**src/rtl/mouse_click_qualifier_if.sv**
```systemverilog
// Bus between the mouse controller / click consumers and mouse_click_qualifier.
// master: the side that drives the raw button, cursor and enable (testbench or glue).
// slave:  the qualifier itself.
interface mouse_click_qualifier_if;
  logic        enable;
  logic        mouse_left;
  logic [11:0] mouse_xpos;
  logic [11:0] mouse_ypos;
  logic        click;
  logic [11:0] click_xpos;
  logic [11:0] click_ypos;
  logic        left_held;

  modport master (
    output enable,
    output mouse_left,
    output mouse_xpos,
    output mouse_ypos,
    input  click,
    input  click_xpos,
    input  click_ypos,
    input  left_held
  );

  modport slave (
    input  enable,
    input  mouse_left,
    input  mouse_xpos,
    input  mouse_ypos,
    output click,
    output click_xpos,
    output click_ypos,
    output left_held
  );
endinterface

```
**src/rtl/mouse_click_qualifier.sv**
```systemverilog
// mouse_click_qualifier: synchronises and debounces the raw left mouse button and
// emits one single-cycle click pulse per qualified press, with the cursor position
// captured when the press first appeared.
// Optional feature: define MOUSE_CLAMP_EN to clamp latched coordinates to the screen.
module mouse_click_qualifier #(
  parameter int unsigned DEBOUNCE_CYCLES = 65000,
  parameter int unsigned CNT_WIDTH       = 17,
  parameter int unsigned SCREEN_W        = 1024,
  parameter int unsigned SCREEN_H        = 768
) (
  input  logic                   clk,
  input  logic                   rst,
  mouse_click_qualifier_if.slave bus
);

  // Elaboration-time sanity checks on the configuration.
  if (DEBOUNCE_CYCLES < 1) begin : gen_bad_debounce
    $error("DEBOUNCE_CYCLES must be >= 1");
  end
  if (64'(DEBOUNCE_CYCLES - 1) >= (64'(1) << CNT_WIDTH)) begin : gen_bad_cnt_width
    $error("CNT_WIDTH too small to hold DEBOUNCE_CYCLES-1");
  end
  if (SCREEN_W < 1 || SCREEN_W > 4096 || SCREEN_H < 1 || SCREEN_H > 4096) begin : gen_bad_screen
    $error("SCREEN_W/SCREEN_H must fit the 12-bit coordinate range");
  end

  localparam logic [CNT_WIDTH-1:0] CntMax = CNT_WIDTH'(DEBOUNCE_CYCLES - 1);
  localparam logic [CNT_WIDTH-1:0] CntOne = CNT_WIDTH'(1);

  typedef enum logic [1:0] {
    StIdle,
    StQualPress,
    StHeld,
    StQualRelease
  } state_e;

  // Synchroniser: bit 0 is the metastability-catching stage, bit 1 is sync_left.
  logic [1:0]           sync_d, sync_q;
  logic                 sync_left;

  state_e               state_d, state_q;
  logic [CNT_WIDTH-1:0] cnt_d, cnt_q;
  logic                 click_d, click_q;
  logic                 held_d, held_q;
  logic [11:0]          xpos_d, xpos_q;
  logic [11:0]          ypos_d, ypos_q;

  // Coordinates as they would be captured at press start.
  logic [11:0]          lat_x, lat_y;

  assign sync_d    = {sync_q[0], bus.mouse_left};
  assign sync_left = sync_q[1];

`ifdef MOUSE_CLAMP_EN
  localparam logic [11:0] XMax = 12'(SCREEN_W - 1);
  localparam logic [11:0] YMax = 12'(SCREEN_H - 1);

  // Clamp the captured cursor to the visible screen area.
  always_comb begin
    lat_x = (bus.mouse_xpos > XMax) ? XMax : bus.mouse_xpos;
    lat_y = (bus.mouse_ypos > YMax) ? YMax : bus.mouse_ypos;
  end
`else
  // Capture the raw cursor unchanged.
  always_comb begin
    lat_x = bus.mouse_xpos;
    lat_y = bus.mouse_ypos;
  end
`endif

  // Two-flop synchroniser for the asynchronous button level.
  always_ff @(posedge clk or negedge rst) begin
    if (!rst) begin
      sync_q <= 2'b00;
    end else begin
      sync_q <= sync_d;
    end
  end

  // Next-state logic: debounce FSM, counter, click pulse and coordinate capture.
  always_comb begin
    state_d = state_q;
    cnt_d   = cnt_q;
    click_d = 1'b0;
    xpos_d  = xpos_q;
    ypos_d  = ypos_q;

    unique case (state_q)
      StIdle: begin
        if (sync_left) begin
          state_d = StQualPress;
          cnt_d   = '0;
          xpos_d  = lat_x;
          ypos_d  = lat_y;
        end
      end
      StQualPress: begin
        if (!sync_left) begin
          // Glitch: drop back without a click; coordinates keep the new capture.
          state_d = StIdle;
          cnt_d   = '0;
        end else if (cnt_q == CntMax) begin
          // enable is only looked at here, so a gated press can never click later.
          state_d = StHeld;
          cnt_d   = '0;
          click_d = bus.enable;
        end else begin
          cnt_d = cnt_q + CntOne;
        end
      end
      StHeld: begin
        if (!sync_left) begin
          state_d = StQualRelease;
          cnt_d   = '0;
        end
      end
      StQualRelease: begin
        if (sync_left) begin
          // Release bounce: return to HELD without issuing another click.
          state_d = StHeld;
          cnt_d   = '0;
        end else if (cnt_q == CntMax) begin
          state_d = StIdle;
          cnt_d   = '0;
        end else begin
          cnt_d = cnt_q + CntOne;
        end
      end
      default: begin
        state_d = StIdle;
        cnt_d   = '0;
      end
    endcase

    held_d = (state_d == StHeld) || (state_d == StQualRelease);
  end

  // FSM state and registered outputs.
  always_ff @(posedge clk or negedge rst) begin
    if (!rst) begin
      state_q <= StIdle;
      cnt_q   <= '0;
      click_q <= 1'b0;
      held_q  <= 1'b0;
      xpos_q  <= '0;
      ypos_q  <= '0;
    end else begin
      state_q <= state_d;
      cnt_q   <= cnt_d;
      click_q <= click_d;
      held_q  <= held_d;
      xpos_q  <= xpos_d;
      ypos_q  <= ypos_d;
    end
  end

  assign bus.click      = click_q;
  assign bus.left_held  = held_q;
  assign bus.click_xpos = xpos_q;
  assign bus.click_ypos = ypos_q;

endmodule

```
**src/flat_wrapper.sv**
```systemverilog
// flat-port wrapper written by rule: the top's interface ports become plain ports
module mouse_click_qualifier_flat 
#(
  parameter int unsigned DEBOUNCE_CYCLES = 65000,
  parameter int unsigned CNT_WIDTH       = 17,
  parameter int unsigned SCREEN_W        = 1024,
  parameter int unsigned SCREEN_H        = 768
)
  (clk, rst, bus_enable, bus_mouse_left, bus_mouse_xpos, bus_mouse_ypos, bus_click, bus_click_xpos, bus_click_ypos, bus_left_held);
  mouse_click_qualifier_if bus_i ();
  input  logic clk;
  input  logic rst;
  input wire logic [$bits(bus_i.enable)-1:0] bus_enable;
  input wire logic [$bits(bus_i.mouse_left)-1:0] bus_mouse_left;
  input wire logic [$bits(bus_i.mouse_xpos)-1:0] bus_mouse_xpos;
  input wire logic [$bits(bus_i.mouse_ypos)-1:0] bus_mouse_ypos;
  output wire logic [$bits(bus_i.click)-1:0] bus_click;
  output wire logic [$bits(bus_i.click_xpos)-1:0] bus_click_xpos;
  output wire logic [$bits(bus_i.click_ypos)-1:0] bus_click_ypos;
  output wire logic [$bits(bus_i.left_held)-1:0] bus_left_held;
  assign bus_i.enable = bus_enable;
  assign bus_i.mouse_left = bus_mouse_left;
  assign bus_i.mouse_xpos = bus_mouse_xpos;
  assign bus_i.mouse_ypos = bus_mouse_ypos;
  assign bus_click = bus_i.click;
  assign bus_click_xpos = bus_i.click_xpos;
  assign bus_click_ypos = bus_i.click_ypos;
  assign bus_left_held = bus_i.left_held;
  mouse_click_qualifier #(.DEBOUNCE_CYCLES(DEBOUNCE_CYCLES), .CNT_WIDTH(CNT_WIDTH), .SCREEN_W(SCREEN_W), .SCREEN_H(SCREEN_H)) u_core (.clk(clk), .rst(rst), .bus(bus_i));
endmodule
```
**config.mk**
```make
export PLATFORM = sky130hd
export DESIGN_NAME = mouse_click_qualifier_flat
export DESIGN_NICKNAME = d
export VERILOG_FILES = /design/src/rtl/mouse_click_qualifier_if.sv /design/src/rtl/mouse_click_qualifier.sv /design/src/flat_wrapper.sv
export SDC_FILE = /design/constraint.sdc
export NUM_CORES = 1
export LEC_CHECK = 0
export BUFFER_PORTS_ARGS = -buffer_cell sky130_fd_sc_hd__buf_2
export CAP_MARGIN = 20
export CELL_PAD_IN_SITES_DETAIL_PLACEMENT = 1
export CELL_PAD_IN_SITES_GLOBAL_PLACEMENT = 1
export CORE_ASPECT_RATIO = 1.5
export CORE_MARGIN = 2
export CORE_UTILIZATION = 44
export DETAILED_ROUTE_END_ITERATION = 10
export PLACE_DENSITY_LB_ADDON = 0.1
export SYNTH_ARGS = -nofsm -noshare
export SYNTH_HDL_FRONTEND = slang
export SYNTH_SLANG_ARGS = --single-unit
```
**constraint.sdc**
```tcl
create_clock -name clk -period 3.5 [get_ports clk]
set_input_delay 0.175 -clock clk [delete_from_list [all_inputs] [get_ports clk]]
set_output_delay 0.175 -clock clk [all_outputs]
set_load 0.02 [all_outputs]
```
# After elaboration in Yosys (flattened, before gate mapping)
# Index checks and enable logic that the tools add are counted.
classes:
  n_eq_ne: 8
  add_sub_neg: 1
  reduce_logical: 4
  n_mux: 16
op_table:
  columns: ["op", "count"]
  rows:
  - ["$mux 17", 5]
  - ["$pmux 17 s4", 1]
  - ["$add 17x1->17 const B", 1]
  - ["$eq 17x16->1 const B", 1]
  - ["$mux 2", 6]
  - ["$eq 2x2->1 const B", 4]
  - ["$pmux 2 s4", 1]
  - ["$reduce_and 2->1", 2]
  - ["$mux 1", 3]
  - ["$eq 2x1->1 const B", 1]
  - ["$logic_not 2->1", 1]
  - ["$ne 2x1->1 const B", 1]
  - ["$ne 2x2->1 const B", 1]
  - ["$logic_or 1x1->1", 1]
totals:
  register_bits: 47

# Depth between registers and ports, before layout
# Gate-level depths: netlist of the first run.
depth:
  ltp_word: 6
  ltp_mapped: 7
  ltp_nobuf: 6

# Worst setup path before layout of the first run
# Ideal clock, no wire load.
synth_timing:
  kind: "register -> register"
  startpoint: "register u_core.cnt_q[0]"
  endpoint: "register u_core.cnt_q[10]"
  arrival_ns: 2.097
  n_path_buf: 1
  setup_slack_ns: 1.273
  required_ns: 3.371
  stages_incl_launch_ff: 8
  synth_period_minus_slack_ns: 2.227
  cell_sequence: "dfrtp_1 ha_1 nand3_1 or4_4 o311a_4 buf_6 a22oi_1 o31ai_1"
synth_between:
  elab_chain_cells: 4
  word_cells_on_any_way: 6
synth_lines:
  columns: ["element", "line_no", "text"]
  rows:
  - ["start: declaration", "mouse_click_qualifier.sv:42", "logic [CNT_WIDTH-1:0] cnt_d, cnt_q;"]
  - ["start signal: assignment", "mouse_click_qualifier.sv:149", "cnt_q <= cnt_d;"]
  - ["$add 17x1->17 or $eq 17x16->1 (tied branches)", null, null]
  - ["$mux 17 *", "mouse_click_qualifier.sv:102, mouse_click_qualifier.sv:122", null]
  - ["$mux 17, on equally long branches", "mouse_click_qualifier.sv:118, mouse_click_qualifier.sv:98", null]
  - ["$pmux 17 s4 *", "mouse_click_qualifier.sv:88", "unique case (state_q)"]
# Mark *: on every way between the ends. The rest lies on a longest branch, timed or not.
# A chain may end at the register's enable or synchronous reset.

# Worst setup path in the final report of the first run
layout_timing:
  startpoint: "register u_core.cnt_q[0]"
  endpoint: "register u_core.cnt_q[4]"
# Same word-level chain as after synthesis.

==> impl_summary.log, run 1 <==
INFO  metric grt_start_max_net_pins = 48
INFO  metric holdPathEnd = u_core.bus.click_ypos[3]
INFO  metric detailed_place_hpwl = 3.50 mm
INFO  metric max-slew-margin-rel = 37.6%
INFO  metric postSynthRegisterBits = 47
INFO  metric yosysWarnings = 0
INFO  metric clock_path_buffers = 2
INFO  metric overflow = 0
INFO  metric dieArea = 5280 um2
INFO  metric synth_edf_count = 0
INFO  metric via_per_inst = 5.48
INFO  metric grt_pass1_wl = 7.62 mm
INFO  metric layout.cell_area.non_filler = 2520 um2
INFO  metric p_leak = 1.13 nW
INFO  metric timing.rr.end = u_core.cnt_q[4]
INFO  metric fin_crit_sh = approximately 73%
INFO  metric stdcell_count = 295
INFO  metric worst_pin_slew = 0.932 ns
INFO  metric final_hold_viols = 0
INFO  metric timing.reg2reg.worst_path_depth = 6
INFO  metric synth_flop_cell = dfrtp_1
INFO  metric wl_per_cell = 16.5 um
INFO  metric chipHeight = 88.0 um
INFO  metric core_region_area = 4540 um2
INFO  metric port_buffers = 53
INFO  metric placer_s_final_routability_congestion_estimate = 0.810
INFO  metric holdBufCountCts = 1
INFO  metric drc = 0
INFO  metric first_global_vias = 1579
INFO  metric placementRows = 30
INFO  metric layout.cells.most_common = buf_2
INFO  metric whs = 0.103 ns
INFO  metric slew_violations = 0
INFO  metric avgSynthCellArea = 12.0 um2
INFO  metric post-place-ws = about 1.0 ns
INFO  metric htree_num_levels = 2
INFO  metric cap_violations = 0
INFO  metric finalSetupViolCount = 0
INFO  metric fmax = 0.392 GHz
INFO  metric worst_hold_path_type = in -> reg
INFO  metric fin_tns_setup = 0 ns
INFO  metric final_util = 55.5%
INFO  metric final_nets = 259
INFO  metric postSynthCellCount = 172
INFO  metric netlist-cell-type-count = 36
INFO  metric timing.hold.worst.start = bus_mouse_ypos[3]
INFO  metric worst_r2r_startpoint = u_core.cnt_q[0]
INFO  metric skew = 0.00579 ns
INFO  metric boundaryPins = 54
INFO  metric drt_pass1_iterations = 4
INFO  metric sequential_share_of_the_synthesized_area = 56.9%
INFO  metric run_status = finished clean
INFO  metric hold_depth = 2
INFO  metric dpl_cell_area = ~2400 um2
INFO  metric initial_core_util = 45.5%
INFO  metric antenna_violations_before_repair = 0
INFO  metric timing.critical_path.required = 3.69 ns
INFO  metric clock-root-buffer = clkbuf_8
INFO  metric tritoncts_num_sinks = 47
INFO  metric post_cts_buffers = 0
INFO  metric dp_cells = 284
INFO  metric n_antenna_cell = 0
INFO  metric reg2reg_slack = about 0.95 ns
INFO  metric mostFrequentLayoutCells = 53 x buf_2, 47 x dfrtp_1, 26 x mux2_2
INFO  metric postRouteWirelength = 4.87 mm
INFO  metric clock_tree_from_tritoncts = done
INFO  metric total_power = 1.13 mW
INFO  metric mappedNetlistArea = 2070 um2
INFO  metric critPathLaunchType = flop
INFO  metric dr_total_vias = 1618
INFO  metric cts_made_buffers = 5
INFO  metric criticalPathCategory = reg -> reg
INFO  metric die_width = 60.0 um
INFO  metric final_worst_setup_slack = 0.948 ns
INFO  metric antenna_left = 0
INFO  metric track_usage = 19.2%
INFO  metric worst_setup_hold_path_clk_slew = 0.09 ns
INFO  metric cp.arrival = 2.74 ns
INFO  metric final_layout_size_suffix_gt1_share = between 40 and 50%
INFO  metric drt_iter0_markers = 42
INFO  metric layout_min_cycle_time = 2.55 ns
INFO  metric net_count_after_synthesis = ~200
INFO  metric area_added_between_synthesis_and_finish = 21.8%
INFO  metric critPathCaptureType = flop
INFO  metric async_flop_share = 100%
INFO  metric power.density = 447 nW/um2
INFO  metric irDropWorstVdd = 0.237 mV
INFO  metric postCtsResizedCells = 0
INFO  metric latest_clock_arrival_within_the_worst_skew_pair = 0.30 ns
INFO  metric rsz_0062_raised_after_global_routing = false
INFO  metric final.fill_count = 497
INFO  metric path_max_fanout = 10
cells by family (layout without fill, tap and decap cells):
kind of cell    count (synthesis)  count (layout)  share of synthesized area, %
flops                          47              47                          56.9
xor+xnor                        2               2                         0.847
buf+inv                         6              65                          1.51
simple gates                   60              60                          14.9
fa+ha+maj                       1               1                         0.605
mux                            26              26                          14.2
compound gates                 30              30                          11.1
layer usage:
layer,vias up,part of all wire (%),global-route usage [%]
met4,0,1.5,7.88
met1,810,40,22.6
met2,48,54,34.1
met3,8,4.0,2.95
li1,752,-,-
met5,-,0,0
Yosys cell counts (2+ instances only):
library cell,count,area [um2]
dfrtp_1,47,1180
mux2_2,26,293
nand2_1,16,60.1
nand3_1,14,70.1
nor2_1,7,26.3
o21ai_0,6,30.0
or3_1,6,37.5
a21oi_1,5,25.0
clkbuf_1,4,15.0
o311ai_1,4,35.0
a21o_1,3,22.5
nand4_1,3,18.8
nor3_1,3,15.0
nor3b_1,3,22.5
a31oi_1,2,12.5
o21ai_1,2,10.0
or2_2,2,12.5
power by group:
group | switching [mW] | total, mW | internal, mW
Clock | 0.179 | 0.319 | 0.140
Sequential | 0.0249 | 0.612 | 0.587
Combinational | 0.112 | 0.196 | 0.0831
Total | 0.317 | 1.13 | 0.810
flip-flops by register name (all words and copies together) (netlist names):
register / flops
u_core.bus.click: 1
u_core.bus.click_xpos: 12
u_core.state_q: 2
u_core.sync_q: 2
u_core.bus.left_held: 1
u_core.cnt_q: 17
u_core.bus.click_ypos: 12
final cells by class:
| class | count | area (um2) | share of cell area, % |
|---|---|---|---|
| sequential | 47 | 1180 | 46.7 |
| multi-input combinational | 119 | 866 | 34.4 |
| timing repair buffer | 57 | 313 | 12.4 |
| tap | 64 | 80.1 | 3.18 |
| clock buffer | 6 | 72.6 | 2.88 |
| clock inverter | 2 | 12.5 | 0.497 |
critical path, stage by stage, from the launching register on:
cell      delay (ns)
dfrtp_1         0.47
ha_1            0.28
nand3_1         0.18
or4_4           0.61
o311ai_4        0.56
o21ai_1         0.14
a21o_1          0.20
how the worst max path moves through the flow:
stage,to,slack [ns],cells after the start,startpoint
6_report,u_core.cnt_q[4],0.95,6,u_core.cnt_q[0]
2_1_floorplan,u_core.cnt_q[10],1.27,7,u_core.cnt_q[0]
3_5_place_dp,u_core.cnt_q[5],1.01,6,u_core.cnt_q[0]
3_3_place_gp,u_core.cnt_q[5],1.12,6,u_core.cnt_q[0]
4_1_cts,u_core.cnt_q[5],0.99,6,u_core.cnt_q[0]
5_1_grt,u_core.cnt_q[5],0.78,6,u_core.cnt_q[0]
(Power assumes the default switching activity.)
==> run 2, diff against run 1 <==
- CORE_UTILIZATION: 44 -> 41
- clock period: 3.5 -> 2.45 ns (I/O delays scaled with it)
==> run 2 against run 1 <==
  * Utilization fell by 1.4 points
  * Non-clock buffer count rose by 6
  * Count of clock-buffer cells in the layout did not move
  * Combinational power rose by 46%
  * Via count rose by 2.2%
  * Cell area rose by 4.1%
==> impl_summary.log, run 2 (synthesis gave the netlist of run 1 again) <==
INFO  metric final_nets = 265
INFO  metric die_width = 62.0 um
INFO  metric initial_core_util = a little over two fifths
INFO  metric port_buffers = 53
INFO  metric hold_depth = 2
INFO  metric power.net_switching = 0.451 mW
INFO  metric holdPathEnd = u_core.bus.click_xpos[1]
INFO  metric irDropWorstVdd = 0.332 mV
INFO  metric layout_min_cycle_time = 2.24 ns
INFO  metric path_max_fanout = 14
INFO  metric worst_path_dominant_cell_family = compound AO/OA/AOI/OAI gates
INFO  metric p_leak = 1.19 nW
INFO  metric detailed_place_hpwl = 3.75 mm
INFO  metric cap_violations = 0
INFO  metric wl_per_cell = 16.3 um
INFO  metric post-place-ws = 0.241 ns
INFO  metric via_per_inst = approximately 5.5
INFO  metric final_util = around 54%
INFO  metric track_usage = 18.9%
INFO  metric fin_crit_sh = around 90%
INFO  metric antenna_left = 0
INFO  metric htree_num_levels = 2
INFO  metric rsz_0062_raised_after_global_routing = false
INFO  metric dpl_cell_area = approximately 2400 um2
INFO  metric final_worst_setup_slack = 0.214 ns
INFO  metric grt_pass1_wl = 8.10 mm
INFO  metric cp_slowest_stage_delay = 0.59 ns
INFO  metric max_flop_register = u_core.cnt_q
INFO  metric antenna_violations_before_repair = 0
INFO  metric core_region_area = 4850 um2
INFO  metric critPathBufInv = 0
INFO  metric max-slew-margin-rel = 62.0%
INFO  metric skew = 0.00592 ns
INFO  metric final_layout_size_suffix_gt1_share = 42.2%
INFO  metric latest_clock_arrival_within_the_worst_skew_pair = 0.29 ns
INFO  metric layout.cells.most_common = buf_2
INFO  metric critPathSlowestCell = or4_4
INFO  metric power.density = ~690 nW/um2
INFO  metric power.share.combinational = 15.7%
INFO  metric critPathLaunchType = flop
INFO  metric dieArea = ~5600 um2
INFO  metric finalSetupViolCount = 0
INFO  metric sequentialPowerShare = 48.1%
INFO  metric critPathCaptureType = flop
INFO  metric power.switching_fraction = around 25%
INFO  metric overflow = 0
INFO  metric final_hold_viols = 0
INFO  metric drt_iter0_markers = 43
INFO  metric clock-root-buffer = clkbuf_8
INFO  metric clock_power_share = 36.2%
INFO  metric dr_total_vias = 1653
INFO  metric fmax = approximately 0.45 GHz
INFO  metric slew_violations = 0
INFO  metric worst_setup_hold_path_clk_slew = 0.09 ns
INFO  metric largest_register_ffs = 17
INFO  metric timing.hold.worst.start = bus_mouse_xpos[1]
INFO  metric critical_path.cell_chain = ha_1, nand3_1, or4_4, o311a_4, a41oi_1, a21oi_1
INFO  metric boundaryPins = 54
INFO  metric tritoncts_num_sinks = 47
INFO  metric drt_pass1_iterations = 4
INFO  metric fin_tns_setup = 0 ns
INFO  metric mostFrequentLayoutCells = 53 x buf_2, 47 x dfrtp_1, 26 x mux2_2
INFO  metric drc = 0
INFO  metric postRouteWirelength = 4.95 mm
INFO  metric layout.cell_area.non_filler = 2620 um2
INFO  metric n_antenna_cell = 0
INFO  metric timing.rr.end = u_core.cnt_q[3]
INFO  metric worst_pin_slew = 0.570 ns
INFO  metric worst_r2r_startpoint = u_core.cnt_q[0]
INFO  metric clock_path_buffers = 2
INFO  metric internal_power = ~1.4 mW
INFO  metric chipHeight = approximately 91 um
INFO  metric timing.reg2reg.worst_path_depth = 6
INFO  metric placer_s_final_routability_congestion_estimate = between 0.8 and 0.9
INFO  metric worst_hold_path_type = in -> reg
INFO  metric reg2reg_slack = roughly 0.21 ns
INFO  metric criticalPathCategory = reg -> reg
INFO  metric clock_tree_from_tritoncts = done
INFO  metric placementRows = 31
INFO  metric first_global_vias = 1735
INFO  metric grt_start_max_net_pins = between 40 and 50
INFO  metric cts_made_buffers = 5
INFO  metric timing.critical_path.required = approximately 2.6 ns
INFO  metric area_added_between_synthesis_and_finish = 26.8%
INFO  metric cp.arrival = 2.42 ns
INFO  metric run_status = finished clean
==> run 2: cell types whose count changed in the layout (fill, tap and decap cells not counted), sizes merged <==
cell      previous run  this run
clkinvlp             1         0
buf                 55        61
clkinv               1         0
bufinv               0         2
==> run 2: cell type report <==
| type | count | area, um2 |
|---|---|---|
| Fill cell | 536 | 2230 |
| Sequential cell | 47 | 1180 |
| Multi-Input combinational cell | 119 | 866 |
| Timing Repair Buffer | 63 | 365 |
| Tap cell | 66 | 82.6 |
| Clock buffer | 6 | 72.6 |
| Clock inverter | 2 | 60.1 |
==> run 2: worst reg2reg max path, delay by kind of cell (launching register included) <==
family	cells	cell delay (ns)
compound gates	3	0.78
fa+ha+maj	1	0.20
flops	1	0.46
simple gates	2	0.69
==> run 2: through the flow <==
stage | instances | power, mW | hold slack (ns)
2_1_floorplan | 172 | 1.05 | -0.173
3_3_place_gp | 292 | 1.16 | 0.233
3_5_place_dp | 292 | 1.18 | 0.232
4_1_cts | 301 | 1.84 | 0.0415
5_1_grt | 303 | 1.90 | 0.0415
6_report | 303 | 1.82 | 0.0557
==> run 2: how the worst max path moves through the flow <==
| stage | end | start | depth (start not counted) | slack [ns] |
|---|---|---|---|---|
| after floorplan | u_core.cnt_q[10] | u_core.cnt_q[0] | 7 | 0.22 |
| after global placement | u_core.cnt_q[3] | u_core.cnt_q[0] | 6 | 0.29 |
| after detailed placement | u_core.cnt_q[3] | u_core.cnt_q[0] | 6 | 0.24 |
| after CTS | u_core.cnt_q[3] | u_core.cnt_q[0] | 6 | 0.22 |
| after global routing | u_core.cnt_q[3] | u_core.cnt_q[0] | 6 | 0.06 |
| final | u_core.cnt_q[3] | u_core.cnt_q[0] | 6 | 0.21 |
==> run 2: repair_timing <==
action | 4_1_cts | 5_1_grt
setup endpoints to repair | 0 | 0
gates resized for setup | 0 | 0
hold buffers | 1 | 1
hold endpoints to repair | 1 | 23
setup buffers | 0 | 0
==> run 2: power groups by stage <==
| stage | Clock (mW) | Combinational [mW] | Sequential (mW) |
|---|---|---|---|
| detailed placement | 0 | 0.284 | 0.893 |
| global placement | 0 | 0.274 | 0.883 |
| finish | 0.659 | 0.286 | 0.875 |
| global route | 0.705 | 0.312 | 0.885 |
| CTS | 0.677 | 0.285 | 0.877 |
| floorplan | 0 | 0.0886 | 0.960 |
==> run 2: metal layers <==
layer | GRT usage (%) | wire length, um | part of all wire [%] | vias to the layer above
li1 | - | - | - | 761
met1 | 20.4 | 1850 | 37 | 833
met2 | 34.5 | 2770 | 56 | 50
met3 | 3.70 | 256 | 5.2 | 9
met4 | 6.38 | 73 | 1.5 | 0
met5 | 0 | 0 | 0 | -
